==> src/rtl/fifo_wr_arbiter.sv <==
// fifo_wr_arbiter
//   Round-robin arbiter that shares the single FIFO write port among N_REQ
//   requesters. A requester owns the port for at most MAX_BURST beats, then
//   the port goes through one IDLE cycle before the next owner is picked.
//   A grant never moves while the owner is stalled by a full FIFO.
//
// Ports
//   clk_wr    write-domain clock (rising edge)
//   rst       synchronous active-high reset
//   req       per-requester write request, held with data until granted
//   req_data  packed request words, requester i at [i*DATA_WIDTH +: DATA_WIDTH]
//   full      FIFO full flag
//   gnt       one-hot beat acknowledge (same cycle as the FIFO write)
//   en_wr     FIFO write enable
//   Din       FIFO write data (0 when en_wr is low)
//   busy      high while a burst is in progress
//   owner     current / most recent burst owner
//   wr_count  accepted beats since reset, free-running 16-bit
module fifo_wr_arbiter #(
    parameter int N_REQ      = 4,
    parameter int DATA_WIDTH = 8,
    parameter int MAX_BURST  = 4
) (
    input  logic                          clk_wr,
    input  logic                          rst,
    input  logic [N_REQ-1:0]              req,
    input  logic [N_REQ*DATA_WIDTH-1:0]   req_data,
    input  logic                          full,
    output logic [N_REQ-1:0]              gnt,
    output logic                          en_wr,
    output logic [DATA_WIDTH-1:0]         Din,
    output logic                          busy,
    output logic [$clog2(N_REQ)-1:0]      owner,
    output logic [15:0]                   wr_count
);

    localparam int OW = $clog2(N_REQ);
    localparam int BW = $clog2(MAX_BURST + 1);

    typedef enum logic {IDLE, BURST} state_t;

    state_t          state, state_nxt;
    logic [OW-1:0]   rr_ptr, rr_ptr_nxt, owner_nxt, sel;
    logic [BW-1:0]   burst_cnt, burst_cnt_nxt;
    logic [15:0]     wr_count_nxt;
    logic            sel_vld, own_req, accept, last_beat;

    // Index base+k reduced modulo N_REQ (k < N_REQ, so one subtraction suffices).
    function automatic logic [OW-1:0] wrap_add(input logic [OW-1:0] base, input int k);
        int s;
        s = int'(base) + k;
        if (s >= N_REQ) s = s - N_REQ;
        return OW'(s);
    endfunction

    // Rotating priority search starting at rr_ptr. Scanning from the farthest
    // offset down lets the closest requester overwrite the others.
    always_comb begin
        sel     = rr_ptr;
        sel_vld = 1'b0;
        for (int k = N_REQ - 1; k >= 0; k--) begin
            if (req[wrap_add(rr_ptr, k)]) begin
                sel     = wrap_add(rr_ptr, k);
                sel_vld = 1'b1;
            end
        end
    end

    assign own_req   = req[owner];
    assign accept    = (state == BURST) && own_req && !full && !rst;
    assign last_beat = (burst_cnt == BW'(MAX_BURST - 1));
    assign busy      = (state == BURST);
    assign en_wr     = accept;
    assign Din       = accept ? req_data[int'(owner)*DATA_WIDTH +: DATA_WIDTH]
                              : '0;

    always_comb begin
        gnt = '0;
        if (accept) gnt[owner] = 1'b1;
    end

    // Next-state logic
    always_comb begin
        state_nxt     = state;
        owner_nxt     = owner;
        rr_ptr_nxt    = rr_ptr;
        burst_cnt_nxt = burst_cnt;
        wr_count_nxt  = wr_count;
        case (state)
            IDLE: begin
                if (sel_vld) begin
                    state_nxt     = BURST;
                    owner_nxt     = sel;
                    burst_cnt_nxt = '0;
                end
            end
            BURST: begin
                if (accept) begin
                    burst_cnt_nxt = burst_cnt + 1'b1;
                    wr_count_nxt  = wr_count + 16'd1;
                end
                // Leave on the final written beat, or as soon as the owner
                // drops its request (no beat that cycle). A full stall with
                // the request held keeps the grant.
                if ((accept && last_beat) || !own_req) begin
                    state_nxt  = IDLE;
                    rr_ptr_nxt = wrap_add(owner, 1);
                end
            end
            default: state_nxt = IDLE;
        endcase
    end

    always_ff @(posedge clk_wr) begin
        if (rst) begin
            state     <= IDLE;
            owner     <= '0;
            rr_ptr    <= '0;
            burst_cnt <= '0;
            wr_count  <= '0;
        end else begin
            state     <= state_nxt;
            owner     <= owner_nxt;
            rr_ptr    <= rr_ptr_nxt;
            burst_cnt <= burst_cnt_nxt;
            wr_count  <= wr_count_nxt;
        end
    end

endmodule

==> config.mk <==
export PLATFORM = sky130hd
export DESIGN_NAME = fifo_wr_arbiter
export DESIGN_NICKNAME = d
export VERILOG_FILES = /design/src/rtl/fifo_wr_arbiter.sv
export SDC_FILE = /design/constraint.sdc
export NUM_CORES = 1
export LEC_CHECK = 0
export CAP_MARGIN = 40
export CELL_PAD_IN_SITES_DETAIL_PLACEMENT = 2
export CELL_PAD_IN_SITES_GLOBAL_PLACEMENT = 2
export CORE_ASPECT_RATIO = 1.5
export CORE_MARGIN = 1.5
export CORE_UTILIZATION = 20
export CTS_CLUSTER_DIAMETER = 50
export DETAILED_ROUTE_END_ITERATION = 12
export PLACE_DENSITY_LB_ADDON = 0.1
export REMOVE_ABC_BUFFERS = 1
export SYNTH_ARGS = -nofsm -noshare
export SYNTH_HDL_FRONTEND = slang
export SYNTH_SLANG_ARGS = --single-unit
==> constraint.sdc <==
create_clock -name clk_wr -period 1.4 [get_ports clk_wr]
set_input_delay 0.21 -clock clk_wr [delete_from_list [all_inputs] [get_ports clk_wr]]
set_output_delay 0.21 -clock clk_wr [all_outputs]
set_load 0.05 [all_outputs]
Yosys cells after proc, flatten, opt, wreduce, memory -nomap -nowiden
Index checks and enable logic that the tools add are counted.
- register bits after elaboration: 24
- input port bits: 39
- logic and storage cells: 78
- shift operators: 1
- bitwise gates (word level): 1
- magnitude comparators: 11
- equal/unequal tests: 3
- $add $sub $neg: 11
- muxes and demuxes: 33
- reductions and logical operators: 13
- operators with widths (operator ; number):
    indexed part select 32 x 6 -> 8 bit ; 1
    two-way mux 2 bit ; 9
    adder 16 x 1 -> 16 bit, second input constant ; 1
    < comparator 2 x 3 -> 1 bit, second input constant ; 5
    >= comparator 3 bit, second input constant ; 4
    two-way mux 1 bit ; 12
    binary-select mux 1 bit (select 2 bit) ; 5
    subtractor 2 x 1 -> 2 bit, second input constant ; 5
    two-way mux 8 bit ; 1
    AND reduction 2 bit ; 4
    adder 2 x 1 -> 3 bit, second input constant ; 2
    adder 2 x 2 -> 3 bit, second input constant ; 2
    two-way mux 3 bit ; 2
    case mux 3 bit (2 select lines) ; 1
    logical AND 1 bit ; 5
    two-way mux 4 bit ; 1
    adder 3 x 1 -> 3 bit, second input constant ; 1
    equality test 3 x 2 -> 1 bit, second input constant ; 1
    >= comparator 2 x 3 -> 1 bit, second input constant ; 1
    zero test 1 bit ; 3
    demux 1 bit (select 2 bit) ; 1
    >= comparator 2 x 1 -> 1 bit, second input constant ; 1
    != test 2 x 1 -> 1 bit, second input constant ; 1
    != test 2 bit, second input constant ; 1
    other kinds (3) ; 3

Depth between registers and ports, before layout
- depth in word-level cells: 11
- gate-level depth with buffers: 7
- depth with buffers taken out: 7

Least setup slack after synthesis
OpenSTA, ideal clock, no wires.
- path type: register to output
- from: register owner[0]
- to: output Din[0]
- setup slack: -0.722 ns
- data required time: 1.190 ns
- cell stages (with the launch flop): 4
- arrival: 1.912 ns
- cells stage by stage: dfxtp_1 > buf_2 > mux4_2 > and3_1
- longest elaborated chain between the ends: 6
- RTL lines (element ; line ; source):
    from (decl) ; 33 ; output logic [$clog2(N_REQ)-1:0] owner,
    from (signal assigned) ; 123 ; owner <= owner_nxt;
    branches (longest 5 deep; another with indexed part select 32 x 6 -> 8 bit) ; -- ;
    two-way mux 8 bit (*) ; 74 ; assign Din = accept ? req_data[int'(owner)*DATA_WIDTH +: DATA_WIDTH]
    to (decl) ; 31 ; output logic [DATA_WIDTH-1:0] Din,
Mark *: on every way between the ends. The select of a mux whose other input is x is not followed.

Worst setup path after layout
- from: register owner[1]
- to: output Din[4]
The elaborated chain is that of the path after synthesis.

==> flow_summary.json <==
{
  "outcome": "complete, but fails checks",
  "violations": "negative setup slack",
  "nFillCells": 757,
  "worstHoldEndpoint": "burst_cnt[2]$_SDFFE_PP0P_",
  "placement_rows": 38,
  "n_antenna_cell": 0,
  "layout-drive-gt1-share_pct": 49.5,
  "ys_seq_elements": 24,
  "worst_slack_ps": -567,
  "crit_path_start_kind": "register",
  "drt-wirelength-per-cell_um": 16.9,
  "routed_wl_um": 6550,
  "worstSetupEndpointType": "primary output",
  "nets": 334,
  "cpMaxStageDelayCell": "mux4_2",
  "grt_antenna_before_repair": 0,
  "netlist_area_sq_um": 1480,
  "die_h_um": 108,
  "cts_htree_levels": 1,
  "hold_viol_final": 0,
  "cp.required_ps": 1190,
  "grt_max_degree": 25,
  "grt_pass1_vias": 1993,
  "area_growth_pct": 132,
  "dp_hpwl_um": 4710,
  "worst_ep_arrival_time_ps": 1760,
  "r2r_start": "owner[1]$_SDFFE_PP0P_",
  "initial_core_util_pct": 20.5,
  "yosys.cell_types.count": 30,
  "die_w_um": 73.3,
  "total_power_mw": 1.87,
  "crit_type": "reg -> out",
  "path_clk_slew_ps": 90,
  "place.gp.congestion": 0.849,
  "hold_path.class": "reg -> reg",
  "setup_viol": 35,
  "drv_cap": 0,
  "min_delay_path_depth": 2,
  "cts_buffers": 3,
  "period_needed_ps": 1970,
  "fp.coreArea_sq_um": 7230,
  "ys_seq_area_share_pct": 32.4,
  "clockBufferDepth": 2,
  "pin_count": 71,
  "post-route-util_pct": 47.6,
  "fin_worst_skew_ps": 1.85,
  "first_pass_iters": 3,
  "period_share_pct": 141,
  "slew_viol_final": 0,
  "final-seq-area_sq_um": 483,
  "cts.sinks": 24,
  "vias_per_cell": 4.57,
  "path_cells": "mux4_2, buf_16, and3_4, buf_12",
  "drt_iter0_drc": 20,
  "drc": 0,
  "min_from": "burst_cnt[2]$_SDFFE_PP0P_",
  "dr_total_vias": 1770,
  "die_area_sq_um": 7940,
  "syn_inst": 169,
  "regToRegSetupSlack_ps": -500,
  "rsz0062_at_grt": "yes",
  "synth.avg_cell_area_sq_um": 8.77,
  "clk_latency_ps": 270,
  "worst_pin_slew_ps": 294,
  "ir_drop_v": 0.000503,
  "relSlewSlack_pct": 80.3,
  "power_density_nw_per_um2": 544,
  "max_freq_mhz": 508,
  "port_buffers": 70,
  "p_leak_nw": 1.35,
  "postCtsHoldBufs": 0,
  "gr-usage-all-layers_pct": 16.2,
  "root_buffer": "clkbuf_8",
  "slowest_delay_ps": 630,
  "r2r-end": "burst_cnt[1]$_SDFFE_PP0P_",
  "yosysWarnings": 0,
  "ant_nets": 0,
  "grt_pass1_wl_um": 9940,
  "crit_path_max_fanout": 5,
  "grt_overflow": 0,
  "tritoncts": "built",
  "reg2reg_depth": 7,
  "multi_input_area_sq_um": 1220
}
## metrics by stage
step	hold slack, ps	setup slack, ps	cell area (sq um)	instances	setup TNS, ps
floorplan	279	-960	1450	162	-27740
global placement	480	-646	2950	374	-20420
detailed placement	504	-672	2950	374	-21590
CTS	527	-570	3300	384	-16140
global route	586	-621	3440	387	-18430
finish	532	-567	3440	387	-16060
## state kept, by name (all words and copies together) (netlist names)
register,count
owner,2
busy,1
rr_ptr,2
wr_count,16
burst_cnt,3
## synth_stat cells (all sizes together)
cell / count / share of area [%]
a21o: 1 / 0.51
nor3: 3 / 1.0
a21boi: 1 / 0.51
nand2b: 3 / 1.3
o22ai: 1 / 0.42
and2: 1 / 0.42
nand4: 3 / 2.1
clkbuf: 6 / 1.5
a21oi: 16 / 5.4
inv: 9 / 2.3
mux4: 9 / 14
and4: 2 / 1.2
and3: 15 / 6.3
buf: 1 / 0.34
nor2: 23 / 5.8
nor2b: 1 / 0.42
or3: 7 / 3.0
nand2: 11 / 3.0
a31oi: 2 / 0.84
nand3: 6 / 2.0
dfxtp: 24 / 32
mux2: 1 / 0.76
xnor2: 6 / 3.5
xor2: 4 / 2.4
o21ai: 5 / 1.7
nor3b: 1 / 1.3
ha: 7 / 5.9
## layout make-up
class / instances / share of cell area, %
Timing Repair Buffer: 121 / 44.1
Clock buffer: 4 / 1.60
Tap cell: 100 / 3.64
Multi-Input combinational cell: 129 / 35.4
Sequential cell: 24 / 14.1
Inverter: 9 / 1.20
## cell usage in the layout (no fill, tap or decap), types with 5 or more instances in the layout
cell             synthesis  final
buf_12                   0     35
clkdlybuf4s50_1          0     34
buf_4                    0     34
dfxtp_1                 24     22
nor2_1                  23     19
and3_4                   0     11
a21oi_1                 16     11
buf_6                    0     11
mux4_2                   9      9
inv_1                    8      8
nand2_1                 10      8
ha_1                     7      7
a21oi_2                  0      5
o21ai_1                  5      5
or3_1                    7      5
## kinds of logic (layout without fill, tap and decap cells)
| group | after synthesis | after routing | synth area share, % |
|---|---|---|---|
| AND/OR/NAND/NOR | 76 | 76 | 27.8 |
| AO/OA/AOI/OAI | 26 | 26 | 9.38 |
| flip-flops | 24 | 24 | 32.4 |
| buffers and inverters | 16 | 134 | 4.14 |
| XOR/XNOR | 10 | 10 | 5.91 |
| multiplexers | 10 | 10 | 14.4 |
| adder cells (fa/ha/maj) | 7 | 7 | 5.91 |
## how the worst max path moves through the flow
| stage | to | from | cells after the start | slack [ps] |
|---|---|---|---|---|
| after floorplan | wr_count[4]$_SDFFE_PP0P_ | owner[0]$_SDFFE_PP0P_ | 6 | -960 |
| after global placement | gnt[1] | req[3] | 5 | -650 |
| after detailed placement | gnt[1] | req[3] | 5 | -670 |
| after CTS | Din[2] | owner[1]$_SDFFE_PP0P_ | 4 | -570 |
| after global routing | Din[1] | owner[1]$_SDFFE_PP0P_ | 4 | -620 |
| final | Din[4] | owner[1]$_SDFFE_PP0P_ | 4 | -570 |
## worst max-delay path: cells and delay by family, from the launching register on
family / cells / cell delay [ps]
DFF: 1 / 370
buffers and inverters: 2 / 330
muxes: 1 / 630
and+or+nand+nor: 1 / 150
## power by group
| part | internal, mW | leakage [nW] | total, mW | switching, mW |
|---|---|---|---|---|
| combinational | 0.386 | 1.13 | 0.669 | 0.283 |
| sequential | 0.697 | 0.195 | 0.708 | 0.0112 |
| clock | 0.252 | 0.0288 | 0.493 | 0.241 |
## timing repair
action / CTS / global route
gates resized for setup: 54 / 23
gates cloned: 1 / 0
pin swaps: 24 / 20
endpoints found under the setup margin: 37 / 37
setup buffers: 5 / 5
## metal layers
metal | track usage, % | up-vias | share of wire [%]
met5 | 0 | - | 0
met4 | 3.91 | 0 | 1.1
met3 | 2.70 | 6 | 6.2
met2 | 32.7 | 67 | 57
met1 | 16.5 | 860 | 36
li1 | - | 837 | -
(Power assumes the default switching activity.)
